==> src/rtl/motion_pkg.sv <==
// Shared types and constants for the multi-channel motion sensor.
package motion_pkg;

  typedef enum logic [1:0] {
    ST_STABLE = 2'd0,
    ST_MOTION = 2'd1,
    ST_HOLD   = 2'd2
  } state_t;

  localparam logic [3:0]  SSEG_DIGIT_MOTION = 4'h1;
  localparam logic [3:0]  SSEG_DIGIT_STABLE = 4'h0;
  localparam logic [15:0] BCD_MAX           = 16'h9999;

  function automatic logic [15:0] bcd_inc(input logic [15:0] v);
    logic [15:0] r;
    logic        c;
    r = v;
    c = 1'b1;
    for (int i = 0; i < 4; i++) begin
      if (c) begin
        if (r[4*i +: 4] == 4'd9) begin
          r[4*i +: 4] = 4'd0;
        end else begin
          r[4*i +: 4] = r[4*i +: 4] + 4'd1;
          c = 1'b0;
        end
      end
    end
    return r;
  endfunction

endpackage

==> src/rtl/motion_sensor_array_channel.sv <==
// One sensor channel: synchroniser, debounce filter and
// MOTION/HOLD/STABLE state machine with hold timer.
module motion_channel
  import motion_pkg::*;
#(
  parameter int HOLD_CYCLES     = 100_000_000,
  parameter int DEBOUNCE_CYCLES = 1_000_000
) (
  input  logic clk,
  input  logic reset,
  input  logic motion_detected,
  input  logic ch_enable,
  output logic state_motion,
  output logic motion_start
);

  localparam int DW =
    (DEBOUNCE_CYCLES > 1) ? $clog2(DEBOUNCE_CYCLES) : 1;
  localparam int HW =
    (HOLD_CYCLES > 1) ? $clog2(HOLD_CYCLES) : 1;
  localparam logic [DW-1:0] DB_LAST = DW'(DEBOUNCE_CYCLES - 1);
  localparam logic [HW-1:0] HD_LAST = HW'(HOLD_CYCLES - 1);

  logic          s1;
  logic          s2;
  logic          filt;
  logic [DW-1:0] db_cnt;
  logic [HW-1:0] hold_cnt;
  state_t        state;

  always_ff @(posedge clk) begin
    if (reset) begin
      s1           <= 1'b0;
      s2           <= 1'b0;
      filt         <= 1'b0;
      db_cnt       <= '0;
      hold_cnt     <= '0;
      state        <= ST_STABLE;
      motion_start <= 1'b0;
    end else begin
      s1           <= motion_detected;
      s2           <= s1;
      motion_start <= 1'b0;
      if (!ch_enable) begin
        filt     <= 1'b0;
        db_cnt   <= '0;
        hold_cnt <= '0;
        state    <= ST_STABLE;
      end else begin
        if (s2 == filt) begin
          db_cnt <= '0;
        end else if (db_cnt == DB_LAST) begin
          filt   <= s2;
          db_cnt <= '0;
        end else begin
          db_cnt <= db_cnt + DW'(1);
        end
        // HOLD retrigger takes priority over hold expiry
        unique case (state)
          ST_STABLE: begin
            if (filt) begin
              state        <= ST_MOTION;
              motion_start <= 1'b1;
            end
          end
          ST_MOTION: begin
            if (!filt) begin
              state    <= ST_HOLD;
              hold_cnt <= '0;
            end
          end
          ST_HOLD: begin
            if (filt) begin
              state    <= ST_MOTION;
              hold_cnt <= '0;
            end else if (hold_cnt == HD_LAST) begin
              state <= ST_STABLE;
            end else begin
              hold_cnt <= hold_cnt + HW'(1);
            end
          end
          default: state <= ST_STABLE;
        endcase
      end
    end
  end

  assign state_motion = (state != ST_STABLE);

endmodule

==> src/rtl/motion_sensor_array.sv <==
// Multi-channel motion sensor with BCD event counter
// and seven-segment display value mux.
module motion_sensor_array
  import motion_pkg::*;
#(
  parameter int NUM_CH          = 4,
  parameter int HOLD_CYCLES     = 100_000_000,
  parameter int DEBOUNCE_CYCLES = 1_000_000
) (
  input  logic              clk,
  input  logic              reset,
  input  logic [NUM_CH-1:0] motion_detected,
  input  logic [NUM_CH-1:0] ch_enable,
  input  logic              disp_mode,
  input  logic              clear_count,
  output logic [NUM_CH-1:0] state_motion,
  output logic [NUM_CH-1:0] state_stable,
  output logic [NUM_CH-1:0] motion_start,
  output logic              any_motion,
  output logic [15:0]       event_count,
  output logic [15:0]       sseg_value
);

  logic [3:0] sm4;

  for (genvar i = 0; i < NUM_CH; i++) begin : g_ch
    motion_channel #(
      .HOLD_CYCLES     (HOLD_CYCLES),
      .DEBOUNCE_CYCLES (DEBOUNCE_CYCLES)
    ) u_ch (
      .clk             (clk),
      .reset           (reset),
      .motion_detected (motion_detected[i]),
      .ch_enable       (ch_enable[i]),
      .state_motion    (state_motion[i]),
      .motion_start    (motion_start[i])
    );
  end

  assign state_stable = ~state_motion;
  assign any_motion   = |state_motion;

  // Simultaneous starts on several channels count once
  always_ff @(posedge clk) begin
    if (reset) begin
      event_count <= '0;
    end else if (clear_count) begin
      event_count <= '0;
    end else if (|motion_start && event_count != BCD_MAX) begin
      event_count <= bcd_inc(event_count);
    end
  end

  if (NUM_CH >= 4) begin : g_wide
    assign sm4 = state_motion[3:0];
  end else begin : g_narrow
    assign sm4 = {{(4-NUM_CH){1'b0}}, state_motion};
  end

  always_comb begin
    sseg_value = '0;
    if (disp_mode) begin
      sseg_value = event_count;
    end else begin
      for (int i = 0; i < 4; i++) begin
        sseg_value[4*i +: 4] =
          sm4[i] ? SSEG_DIGIT_MOTION : SSEG_DIGIT_STABLE;
      end
    end
  end

endmodule

==> config.mk <==
export PLATFORM = sky130hd
export DESIGN_NAME = motion_sensor_array
export DESIGN_NICKNAME = d
export VERILOG_FILES = /design/src/rtl/motion_pkg.sv /design/src/rtl/motion_sensor_array_channel.sv /design/src/rtl/motion_sensor_array.sv
export SDC_FILE = /design/constraint.sdc
export NUM_CORES = 1
export LEC_CHECK = 0
export ABC_CLOCK_PERIOD_IN_PS = 2830
export BUFFER_PORTS_ARGS = -buffer_cell sky130_fd_sc_hd__clkbuf_2
export CAP_MARGIN = 20
export CORE_ASPECT_RATIO = 1.25
export CORE_MARGIN = 5
export CORE_UTILIZATION = 55
export DETAILED_ROUTE_END_ITERATION = 16
export GPL_ROUTABILITY_DRIVEN = 0
export PLACE_DENSITY_LB_ADDON = 0.15
export SYNTH_ARGS = -nofsm -noshare
export SYNTH_HDL_FRONTEND = slang
export SYNTH_HIERARCHICAL = 1
export SYNTH_SLANG_ARGS = --single-unit
==> constraint.sdc <==
create_clock -name clk -period 2.83 [get_ports clk]
set_input_delay 0.566 -clock clk [delete_from_list [all_inputs] [get_ports clk]]
set_output_delay 0.566 -clock clk [all_outputs]
set_load 0.05 [all_outputs]
# Word-level counts from Yosys, hierarchy flattened
# Cells that the tools add are included.
dict set report word_totals {
  inputBits 12
  ff_bits 228
  output_inout_bits 45
  elab_cells 204
}
dict set report op_classes {
  eq_ne 41
  n_mux 63
  n_addsub 12
  reduce_logical 43
  bitwise 13
}
# cell count
set ops {}
lappend ops {{$mux 27} 12}
lappend ops {{$pmux 27 s2} 4}
lappend ops {{$add 27x1->27 const B} 4}
lappend ops {{$eq 27x27->1 const B} 4}
lappend ops {{$add 20x1->20 const B} 4}
lappend ops {{$eq 20x20->1 const B} 4}
lappend ops {{$mux 2} 16}
lappend ops {{$pmux 2 s3} 4}
lappend ops {{$reduce_and 3->1} 8}
lappend ops {{$reduce_or 4->1} 6}
lappend ops {{$mux 1} 22}
lappend ops {{$add 4x1->4 const B} 4}
lappend ops {{$eq 4x4->1 const B} 4}
lappend ops {{$mux 16} 1}
lappend ops {{$mux 4} 4}
lappend ops {{$ne 16x16->1 const B} 1}
lappend ops {{$reduce_bool 2->1} 8}
lappend ops {{$reduce_and 2->1} 7}
lappend ops {{$ne 3x1->1 const B} 4}
lappend ops {{$ne 3x2->1 const B} 4}
lappend ops {{$not 1->1} 12}
lappend ops {{$reduce_or 3->1} 4}
lappend ops {{$reduce_or 2->1} 5}
lappend ops {{$eq 2x1->1 const B} 4}
lappend ops {{7 further kinds} 22}

# Logic depth before layout (Yosys ltp)
dict set report depth {
  word_depth 14
  mapped_depth 8
  mapped_depth_nobuf 6
}

# Cells and area by module
# The synthesis kept the hierarchy.
# module cells_per_inst instances area_per_inst_um2
set by_module_without_submodules {}
lappend by_module_without_submodules {{motion_channel (g_ch[0].u_ch ...)} 323 3 2683.8}
lappend by_module_without_submodules {{motion_channel (g_ch[3].u_ch)} 321 1 2690.1}
lappend by_module_without_submodules {motion_sensor_array 136 1 1082.3}

# Least setup slack after synthesis
# No wires, ideal clock.
dict set report synth_timing {
  path_kind {reg-to-output}
  from {reg g_ch[3].u_ch.state[0]}
  to {out sseg_value[12]}
  setup_slack_ns 0.123
  n_path_buf 0
  path_stages_with_launch 4
  arrival_time_ns 2.141
  required_time_ns 2.264
  cell_sequence {dfxtp_1 or2_2 inv_1 o21ai_0}
}
dict set report synth_between {
  elab_chain_cells 3
}
# item line
set synth_lines {}
lappend synth_lines {{from (decl)} motion_sensor_array_channel.sv:29} ;# state_t state;
lappend synth_lines {{from (signal assigned)} motion_sensor_array_channel.sv:38} ;# state <= ST_STABLE;
lappend synth_lines {{from (signal assigned)} motion_sensor_array_channel.sv:48} ;# state <= ST_STABLE;
lappend synth_lines {{from (signal assigned)} motion_sensor_array_channel.sv:62} ;# state <= ST_MOTION;
lappend synth_lines {{$reduce_bool 2->1} motion_sensor_array_channel.sv:88} ;# assign state_motion = (state != ST_STABLE);
lappend synth_lines {{via state_motion[3]} motion_sensor_array.sv:16} ;# output logic [NUM_CH-1:0] state_motion,
lappend synth_lines {{$mux 1} motion_sensor_array.sv:67} ;# sm4[i] ? SSEG_DIGIT_MOTION : SSEG_DIGIT_STABLE;
lappend synth_lines {{$mux 16} motion_sensor_array.sv:62} ;# if (disp_mode) begin
lappend synth_lines {{to (decl)} motion_sensor_array.sv:21} ;# output logic [15:0] sseg_value
# The timed path passes the listed nets, and every way through them passes these cells.

# Worst setup path after layout
dict set report layout_timing {
  from {reg g_ch[3].u_ch.hold_cnt[0]}
  to {reg g_ch[3].u_ch.hold_cnt[3]}
}
dict set report layout_between {
  elab_chain_cells 4
  elab_cells_between_ends 7
  classes_between {add/sub (1); eq/ne (2); mux (3); reduce/logical (1)}
}
# item line
set layout_lines {}
lappend layout_lines {{from (decl)} motion_sensor_array_channel.sv:28} ;# logic [HW-1:0] hold_cnt;
lappend layout_lines {{from (signal assigned)} motion_sensor_array_channel.sv:79} ;# hold_cnt <= hold_cnt + HW'(1);
lappend layout_lines {{$add 27x1->27} motion_sensor_array_channel.sv:79}
lappend layout_lines {{$mux 27} motion_sensor_array_channel.sv:76} ;# end else if (hold_cnt == HD_LAST) begin
lappend layout_lines {{$mux 27} motion_sensor_array_channel.sv:73} ;# if (filt) begin
lappend layout_lines {{$pmux 27 s2} motion_sensor_array_channel.sv:59} ;# unique case (state)
# Parallel ways exist; a longest one is shown, timed or not. The select of a mux whose other input is x is not followed.
# A chain may end at the register's enable or synchronous reset.

==> results.tsv <==
stage	metric	value	unit
clock_network	CTS buffer count	24	
routing	via count	11000	
sta	Slew Limit Fails	0	
final_layout	Nets	1502	
pwr	Leakage	4.27	nW
sta	final hold violations	0	
synth	syn avg cell area	8.29	µm²
routing	met2 routed wirelength	13.7	mm
global_routing	largest net degree at the start of global routing	21	
sta	final setup vio count	0	
global_routing	vias in the first global route	10400	
pwr	pwr/cell area	496	nW/µm²
placement	post-DP HPWL	20.4	mm
clock_network	CTS tree	done	
die	IO Pins	57	
placement	IO Port Bufs	56	
clock_network	Worst-Skew Late Latency	0.51	ns
clock_network	post_cts resized	0	
routing	WL/cell	16.4	µm
sta	clk_skew	0.0108	ns
setup_path	Max FO, Critical Path	9	
synth	number of synthesized flops with an enable pin	0	
routing	met3 WL	1.74	mm
routing	first-iteration detailed-routing DRC count	721	
sta	RSZ-0062 raised after global routing	no	
setup_path	WP data required	3.22	ns
setup_path	Worst Setup End Kind	flop	
global_routing	initial antenna violation count	0	
clock_network	CTS Hold Buffers Added	0	
global_routing	GRT Overall Usage	22.8	%
clock_network	Root Driver	clkbuf_16	
routing	antenna-violating nets left	0	
die	Die Y	174	µm
routing	final wirelength	29.0	mm
synth	predominant post-synthesis flop cell	dfxtp_1	
setup_path	crit-path cells	ha_1 > nand4_1 > or2_0 > o41ai_2 > buf_4 > o211ai_1 > o41ai_1	
sta	Worst Max-Slew Pin Slew	1.08	ns
synth	most frequent cell after synthesis	dfxtp_1	
setup_path	beginning of the critical path	g_ch[3].u_ch/hold_cnt[0]	
synth	Synth Cell Area	11800	µm²
pwr	Design Power	0.00656	W
min_path	worst hold path type	in2reg	
routing	WL met1	12.9	mm
setup_path	Critical Path AT	2.85	ns
pwr	Max VDD drop	0.464	mV
sta	slew margin rel.	28.3	%
synth	Synth top area share	38.6	%
synth	Post-Syn Instances	1426	
final_layout	fill cell count	1929	
synth	Yosys warnings	6	
die	DIE AREA	24500	µm²
status	status	finished, final reports clean	
synth	Yosys cell types	84	
routing	Post-route DRC	0	
clock_network	Max Buffers Root-to-Sink	3	
synth	asr flop ratio synth	0	%
synth	register area share after synthesis	38.6	%
sta	Max Fclk	407	MHz
synth	post-synth net total	1446	
synth	Yosys reg bits	228	
clock_network	htree depth	1	
synth	dominant cells by area after synthesis	dfxtp_1, nor2_1, nand2_1	
global_routing	grt total ovfl	0	
global_routing	first-pass GRT wire length	48.4	mm
routing	number of detailed-routing iterations run before antenna repair	5	
setup_path	worst flop-to-flop path startpoint	g_ch[3].u_ch/hold_cnt[0]	
clock_network	Setup Buffers After CTS	0	
die	Core ar.	21300	µm²
placement	area post-placement	12400	µm²
clock_network	clock sink count	228	
die	# rows	60	
final_layout	P&R area growth vs syn	11.8	%
clock_network	clock transition at the registers of the reported paths	0.06	ns
die	Initial Util	55.5	%
final_layout	share of layout cells above drive strength 1	13.2	%
routing	vias per inst	6.20	
final_layout	Final Cell Area	13200	µm²
sta	min Tclk post-route	2.46	ns
sta	Tcrit/Tclk final	86.9	%
flow_run	Max-Cap Viols	0	
die	Chip Width	141	µm
setup_path	Crit-path slowest cell	o41ai_2	
synth	Post-synth top cells	dfxtp_1, nor2_1, nand2_1	
final_layout	Layout Utilization	62.0	%
setup_path	Critical Path Start Type	flop	
sta	accumulated negative setup slack	0	ns
setup_path	WS Path Type	reg2reg	
final_layout	Inserted Diodes	0	
min_path	Worst Min Path Start	motion_detected[2]	
synth	Synth area leader	dfxtp_1	
routing	Top Metal Used	met4	
setup_path	Crit path largest cell delay	0.69	ns
flip-flops by register name, summed over array words and instances (netlist names):
| name | flops |
|---|---|
| event_count | 16 |
| g_ch.u_ch/db_cnt | 80 |
| g_ch.u_ch/filt | 4 |
| g_ch.u_ch/hold_cnt | 108 |
| g_ch.u_ch/motion_start | 4 |
| g_ch.u_ch/s1 | 4 |
| g_ch.u_ch/s2 | 4 |
| g_ch.u_ch/state | 8 |
area by class of cell:
type / instances / area [µm²] / share of cell area (%)
inverters: 46 / 173 / 1.31
multi-input cells: 1087 / 6740 / 51.0
flip-flops and latches: 228 / 4560 / 34.5
repair buffers: 95 / 573 / 4.33
well taps: 279 / 349 / 2.64
clock inverters: 5 / 75.1 / 0.568
clock buffers: 35 / 743 / 5.62
worst max-delay path, delay by kind of cell, from the launching register on:
| kind | cells | cell delay, ns |
|---|---|---|
| compound gates | 3 | 0.88 |
| fa+ha+maj | 1 | 0.24 |
| simple gates | 2 | 0.57 |
| flops | 1 | 0.38 |
| buf+inv | 1 | 0.27 |
worst paths after layout:
kind	slack (ns)	depth (start not counted)	endpoint
worst max register to register	0.37	7	g_ch[3].u_ch/hold_cnt[3]
worst max-delay path	0.37	7	g_ch[3].u_ch/hold_cnt[3]
worst min register to register	0.44	1	g_ch[0].u_ch/s2
worst min-delay path	0.27	2	g_ch[2].u_ch/s1
through the flow:
stage                     std cells  setup WS [ns]  hold slack (ns)
after floorplan                1426          0.123            0.413
after global placement         1735          0.492            0.419
after detailed placement       1735          0.430            0.424
after CTS                      1775          0.402            0.252
after global routing           1775          0.144            0.290
final                          1775          0.371            0.265
placed cells by master (no fill, tap or decap), types with 29 or more instances in the layout:
cell type	count
o21ai_0	47
nand2_1	117
buf_4	39
dfxtp_1	228
nor2_1	158
xnor2_1	50
xor2_1	31
nor2b_1	29
inv_1	46
clkbuf_2	56
nand3_1	85
nand4_1	60
a21oi_1	63
nor3_1	44
layer usage:
metal	vias to the layer above	global-route usage, %
li1	5382	-
met1	5241	30.0
met2	331	38.3
met3	58	2.86
met4	0	7.96
met5	-	0
cells by family (layout without fill, tap and decap cells):
| logic type | count (synthesis) | in the layout | synth area share (%) |
|---|---|---|---|
| DFF | 228 | 228 | 38.6 |
| AOI/OAI and AO/OA | 282 | 282 | 16.5 |
| buffers and inverters | 111 | 181 | 4.49 |
| adders and majority gates | 8 | 8 | 0.847 |
| and+or+nand+nor | 709 | 709 | 33.0 |
| muxes | 7 | 7 | 0.593 |
| xor gates and xnor gates | 81 | 81 | 6.00 |
power by group:
part,internal [W],switching (W)
combinational,0.0000358,0.0000732
clock,0.00198,0.00124
sequential,0.00322,0.00000683
total,0.00524,0.00132
(Power assumes the default switching activity.)
